$ cat config.mk
export PLATFORM = sky130hd
export DESIGN_NAME = alu_operand_stage
export DESIGN_NICKNAME = d
export VERILOG_FILES = /design/src/rtl/alu_operand_stage.sv
export SDC_FILE = /design/constraint.sdc
export NUM_CORES = 1
export LEC_CHECK = 0
export CORE_MARGIN = 3
export CORE_UTILIZATION = 44
export DETAILED_ROUTE_END_ITERATION = 10
export PLACE_DENSITY = 0.83
export RECOVER_POWER = 50
export REMOVE_ABC_BUFFERS = 1
export SYNTH_ARGS = -nofsm -noshare
export SYNTH_HDL_FRONTEND = slang
export SYNTH_SLANG_ARGS = --single-unit
$ cat constraint.sdc
create_clock -name clk -period 3.4 [get_ports clk]
set_clock_uncertainty 0.2 [all_clocks]
set_input_delay 0.51 -clock clk [delete_from_list [all_inputs] [get_ports clk]]
set_output_delay 0.51 -clock clk [all_outputs]
set_load 0.05 [all_outputs]
$ cat src/rtl/alu_operand_stage.sv
// ID/EX operand stage: selects ALU operands A/B, forwards RAW hazards, one-entry output slot.
// Latency: one cycle (accept on edge N, operands valid after edge N); full throughput.
// Backpressure: in_ready drops on load-use hazard, flush, or full slot with out_ready low.
module alu_operand_stage #(
    parameter int XLEN        = 32,
    parameter int NUM_FWD     = 2,
    parameter int RAW         = 5,
    parameter int STALL_CNT_W = 8
) (
    input  logic                    clk,
    input  logic                    rst_n,
    input  logic                    in_valid,
    output logic                    in_ready,
    input  logic [1:0]              src_a_sel,
    input  logic [1:0]              src_b_sel,
    input  logic                    rs1_used,
    input  logic                    rs2_used,
    input  logic [RAW-1:0]          rs1_addr,
    input  logic [RAW-1:0]          rs2_addr,
    input  logic [XLEN-1:0]         rs1_data,
    input  logic [XLEN-1:0]         rs2_data,
    input  logic [XLEN-1:0]         pc,
    input  logic [XLEN-1:0]         imm,
    input  logic [NUM_FWD-1:0]      fwd_valid,
    input  logic [NUM_FWD-1:0]      fwd_pending,
    input  logic [NUM_FWD*RAW-1:0]  fwd_addr,
    input  logic [NUM_FWD*XLEN-1:0] fwd_data,
    input  logic                    flush,
    output logic                    out_valid,
    input  logic                    out_ready,
    output logic [XLEN-1:0]         op_a,
    output logic [XLEN-1:0]         op_b,
    output logic [XLEN-1:0]         rs2_val,
    output logic [STALL_CNT_W-1:0]  stall_cnt
);

    localparam logic [XLEN-1:0] CONST4 = XLEN'(4);

    typedef struct packed {
        logic            pend;
        logic [XLEN-1:0] val;
    } src_res_t;

    typedef enum logic {EMPTY = 1'b0, FULL = 1'b1} state_t;

    state_t          state;
    src_res_t        rs1_res;
    src_res_t        rs2_res;
    logic            hazard;
    logic            accept;
    logic [XLEN-1:0] op_a_nxt;
    logic [XLEN-1:0] op_b_nxt;

    // Scan oldest to youngest so the youngest matching entry overrides.
    function automatic src_res_t resolve(
        input logic [RAW-1:0]          addr,
        input logic [XLEN-1:0]         rf_data,
        input logic [NUM_FWD-1:0]      fv,
        input logic [NUM_FWD-1:0]      fp,
        input logic [NUM_FWD*RAW-1:0]  fa,
        input logic [NUM_FWD*XLEN-1:0] fd
    );
        src_res_t r;
        r.val  = rf_data;
        r.pend = 1'b0;
        for (int i = NUM_FWD - 1; i >= 0; i--) begin
            if (fv[i] && (fa[i*RAW +: RAW] == addr)) begin
                r.val  = fd[i*XLEN +: XLEN];
                r.pend = fp[i];
            end
        end
        if (addr == '0) begin
            r.val  = '0;
            r.pend = 1'b0;
        end
        return r;
    endfunction

    always_comb begin
        rs1_res = resolve(rs1_addr, rs1_data, fwd_valid, fwd_pending, fwd_addr, fwd_data);
        rs2_res = resolve(rs2_addr, rs2_data, fwd_valid, fwd_pending, fwd_addr, fwd_data);
    end

    assign hazard   = (rs1_used && rs1_res.pend) || (rs2_used && rs2_res.pend);
    assign in_ready = !flush && !hazard && ((state == EMPTY) || out_ready);
    assign accept   = in_valid && in_ready;
    assign out_valid = (state == FULL);

    always_comb begin
        op_a_nxt = '0;
        case (src_a_sel)
            2'd0:    op_a_nxt = rs1_res.val;
            2'd1:    op_a_nxt = pc;
            default: op_a_nxt = '0;
        endcase
    end

    always_comb begin
        op_b_nxt = '0;
        case (src_b_sel)
            2'd0:    op_b_nxt = rs2_res.val;
            2'd1:    op_b_nxt = imm;
            2'd2:    op_b_nxt = CONST4;
            default: op_b_nxt = '0;
        endcase
    end

    always_ff @(posedge clk or negedge rst_n) begin
        if (!rst_n) begin
            state   <= EMPTY;
            op_a    <= '0;
            op_b    <= '0;
            rs2_val <= '0;
        end else begin
            // Flush wins over both accept and drain.
            if (flush) begin
                state <= EMPTY;
            end else if (accept) begin
                state   <= FULL;
                op_a    <= op_a_nxt;
                op_b    <= op_b_nxt;
                rs2_val <= rs2_res.val;
            end else if ((state == FULL) && out_ready) begin
                state <= EMPTY;
            end
        end
    end

    always_ff @(posedge clk or negedge rst_n) begin
        if (!rst_n) begin
            stall_cnt <= '0;
        end else if (in_valid && hazard && !flush && (stall_cnt != {STALL_CNT_W{1'b1}})) begin
            stall_cnt <= stall_cnt + 1'b1;
        end
    end

endmodule

==> results of run 1 <==
cell usage in the layout (no fill, tap or decap), drive strengths merged, types with 5 or more instances in the layout:
cell	count
clkdlybuf4s50	277
dfrtp	105
mux2	97
dlygate4sd3	53
nor3	36
inv	36
nor2	36
nand2	33
o31a	32
o31ai	32
a222oi	32
mux2i	32
a211oi	31
buf	28
xnor2	14
clkbuf	14
xor2	12
nand4	9
a21oi	7
nand3	7
nor2b	5
critical path, stage by stage:
cell and delay, ps:
sky130_fd_sc_hd__clkdlybuf4s50_1 540, sky130_fd_sc_hd__xnor2_1 310, sky130_fd_sc_hd__nand3_1 140, sky130_fd_sc_hd__or2_1 240, sky130_fd_sc_hd__a211o_1 340, sky130_fd_sc_hd__and3_1 250, sky130_fd_sc_hd__buf_12 160
stage by stage:
stage / setup WS (ps) / power, mW / instances / hold WS, ps / area, sq um
floorplan: -825 / 2.89 / 578 / 14.4 / 6430
global placement: 166 / 3.85 / 1122 / 271 / 10400
detailed placement: 112 / 3.89 / 1122 / 274 / 10400
CTS: 178 / 4.97 / 1138 / 44.6 / 10700
global route: 101 / 5.07 / 1138 / 311 / 10600
finish: 203 / 4.90 / 1138 / 280 / 10600
final timing paths:
check	from	endpoint	slack, ps	cells after the start
max	rs2_addr[1]	in_ready	200	7
min reg2reg	stall_cnt[4]	stall_cnt[4]	280	1
max in group asynchronous	rst_n	op_a[22]	690	2
min	stall_cnt[4]	stall_cnt[4]	280	1
max reg2reg	stall_cnt[2]	stall_cnt[1]	1100	6
min in group asynchronous	rst_n	op_a[7]	290	1
power breakdown:
part	total (mW)	leakage (nW)	internal, mW	switching [mW]
clock	1.08	0.143	0.595	0.490
sequential	1.60	1.33	1.47	0.130
combinational	2.22	2.97	0.877	1.34
total	4.90	4.44	2.94	1.96
cell type report:
cell class                      instances  area [sq um]
Fill cell                            1100          4110
Inverter                               35           131
Timing Repair Buffer                  360          3620
Clock buffer                           12           246
Multi-Input combinational cell        438          3730
Tap cell                              184           230
Clock inverter                          4          51.3
Sequential cell                       105          2630
cell families after synthesis:
logic type | Yosys count | synth area share (%)
AOI/OAI and AO/OA | 141 | 19.3
xor gates and xnor gates | 26 | 3.39
adders and majority gates | 1 | 0.186
buffers and inverters | 88 | 6.31
DFF | 105 | 39.1
muxes | 129 | 21.5
and+or+nand+nor | 141 | 10.3
state kept, by name, indices dropped and copies added (netlist names):
signal     cells
out_valid      1
stall_cnt      8
rs2_val       32
op_b          32
op_a          32
per-layer routing:
metal  GRT usage [%]  vias up
met1            35.5     3299
met5               0        -
met4            11.3        0
met3            6.31       51
li1                -     3018
met2            51.5      365
==> metrics.txt, run 1 <==
# TYPE chip_impl_metric gauge
chip_impl_info{name="outcome",value="completed"} 1
chip_impl_metric{name="numPortBuffers",unit=""} 332
chip_impl_metric{name="fp.dieArea",unit="sq um"} 16800
chip_impl_metric{name="routedWlPerCell",unit="microns"} 22.5
chip_impl_metric{name="drt_drc_violations_left",unit=""} 0
chip_impl_metric{name="dp_hpwl",unit="microns"} 18900
chip_impl_metric{name="die_h",unit="microns"} 130
chip_impl_metric{name="required",unit="ps"} 2690
chip_impl_metric{name="clock_latency",unit="ps"} 350
chip_impl_metric{name="max_freq",unit="MHz"} 313
chip_impl_info{name="worst_hold_path_type",value="flop to flop"} 1
chip_impl_info{name="ys_dominant_reg_cell",value="sky130_fd_sc_hd__dfrtp_1"} 1
chip_impl_metric{name="grt_use_total",unit="%"} 29.5
chip_impl_metric{name="power_leakage",unit="nW"} 4.44
chip_impl_metric{name="slew_headroom",unit="%"} 3.43
chip_impl_metric{name="cts_hold_buffers",unit=""} 0
chip_impl_metric{name="synthesis.area",unit="sq um"} 6720
chip_impl_metric{name="postRouteWirelength",unit="microns"} 25600
chip_impl_metric{name="totalNegativeSetupSlack",unit="ps"} 0
chip_impl_metric{name="cts_made_buffers",unit=""} 9
chip_impl_metric{name="initial_core_util",unit="%"} 45.5
chip_impl_metric{name="core_region_area",unit="sq um"} 14800
chip_impl_metric{name="synth_edf_count",unit=""} 0
chip_impl_info{name="critPathKind",value="input port to primary output"} 1
chip_impl_metric{name="drt-met1-wl",unit="microns"} 10000
chip_impl_metric{name="drv.max_cap_violation_count",unit=""} 0
chip_impl_metric{name="drt.antenna.violating_nets",unit=""} 0
chip_impl_info{name="synth_most_common_cell",value="sky130_fd_sc_hd__dfrtp_1"} 1
chip_impl_metric{name="clk_pin_slew_worst_paths",unit="ps"} 70
chip_impl_metric{name="max-vdd-ir-drop",unit="V"} 0.000336
chip_impl_metric{name="dr_total_vias",unit=""} 6733
chip_impl_metric{name="final_period_minus_worst_setup_slack",unit="ps"} 3200
chip_impl_info{name="rsz0062_at_grt",value="no"} 1
chip_impl_metric{name="sinks_on_clock_net",unit=""} 105
chip_impl_metric{name="final_layout_size_suffix_gt1_share",unit="%"} 18.6
chip_impl_metric{name="post-synth-top-area-fraction",unit="%"} 39.1
chip_impl_info{name="synth.top_cells.by_area",value="sky130_fd_sc_hd__dfrtp_1 (39%), sky130_fd_sc_hd__mux2_2 (15%), sky130_fd_sc_hd__a222oi_1 (4.8%)"} 1
chip_impl_metric{name="syn-instance-count",unit=""} 631
chip_impl_metric{name="pwr_cell_area",unit="nW/um^2"} 461
chip_impl_metric{name="report.final.setup_viol",unit=""} 0
chip_impl_metric{name="first_global_vias",unit=""} 6848
chip_impl_info{name="synth_largest_area_cell",value="sky130_fd_sc_hd__dfrtp_1"} 1
chip_impl_info{name="top_layer_used",value="met4"} 1
chip_impl_metric{name="die_w",unit="microns"} 130
chip_impl_metric{name="final_hold_viol_count",unit=""} 0
chip_impl_metric{name="syn-mean-instance-area",unit="sq um"} 10.7
chip_impl_metric{name="grt_max_degree",unit=""} 56
chip_impl_metric{name="wl_met2",unit="microns"} 12600
chip_impl_metric{name="dr.first_iter.drc_count",unit=""} 511
chip_impl_metric{name="area_delta_synth_final",unit="%"} 58.4
chip_impl_info{name="setup.worst_path.start_class",value="input port"} 1
chip_impl_info{name="netlist_top_cells_count",value="sky130_fd_sc_hd__dfrtp_1 (105), sky130_fd_sc_hd__mux2_2 (89), sky130_fd_sc_hd__inv_1 (35), sky130_fd_sc_hd__nor2_1 (35), sky130_fd_sc_hd__nor3_1 (35)"} 1
chip_impl_metric{name="share_of_synthesized_area_occupied_by_flip_flops_and_latches",unit="%"} 39.1
chip_impl_metric{name="asyncSetResetFlopFracSynth",unit="%"} 100
chip_impl_metric{name="ys.warnings.count",unit=""} 0
chip_impl_metric{name="min_period_over_period",unit="%"} 94.0
chip_impl_metric{name="postSynthRegisterBits",unit=""} 105
chip_impl_metric{name="critical_path_peak_fanout",unit=""} 4
chip_impl_metric{name="final_max_slew_viols",unit=""} 0
chip_impl_info{name="root_buffer",value="sky130_fd_sc_hd__clkbuf_16"} 1
chip_impl_metric{name="finish.net_count",unit=""} 1177
chip_impl_metric{name="finalWeightedCongestion",unit=""} 0.887
chip_impl_metric{name="rows",unit=""} 44
chip_impl_metric{name="htree_levels",unit=""} 3
chip_impl_metric{name="ys_types",unit=""} 43
chip_impl_metric{name="num_antenna_cells",unit=""} 0
chip_impl_metric{name="fin_util",unit="%"} 72.1
chip_impl_metric{name="global_route.overflow_total",unit=""} 0
chip_impl_info{name="worst_setup_path_end_kind",value="primary output"} 1
chip_impl_metric{name="number_of_gates_given_a_new_drive_strength_after_cts",unit=""} 0
chip_impl_metric{name="grt_pass1_wl",unit="microns"} 37800
chip_impl_info{name="tritoncts",value="built"} 1
chip_impl_metric{name="cts-root-to-sink-buffers",unit=""} 2
chip_impl_metric{name="worst_pin_slew",unit="ps"} 1450
chip_impl_metric{name="grt_antenna_before_repair",unit=""} 0
chip_impl_metric{name="pin_count",unit=""} 333
chip_impl_metric{name="cts_setup_buffers",unit=""} 0
chip_impl_metric{name="detailedRoute.firstPassIterationCount",unit=""} 6
chip_impl_metric{name="drt-vias-per-instance",unit=""} 5.92
chip_impl_metric{name="route.met3.wl",unit="microns"} 2190
chip_impl_metric{name="worstPathArrival",unit="ps"} 2490
Power figures use the tool's default switching activity.
==> inputs of run 2 (changes only) <==
- CAP_MARGIN: default -> 30
==> results of run 2 <==
No change in the layout: final DEF, timing and power equal those of run 1.
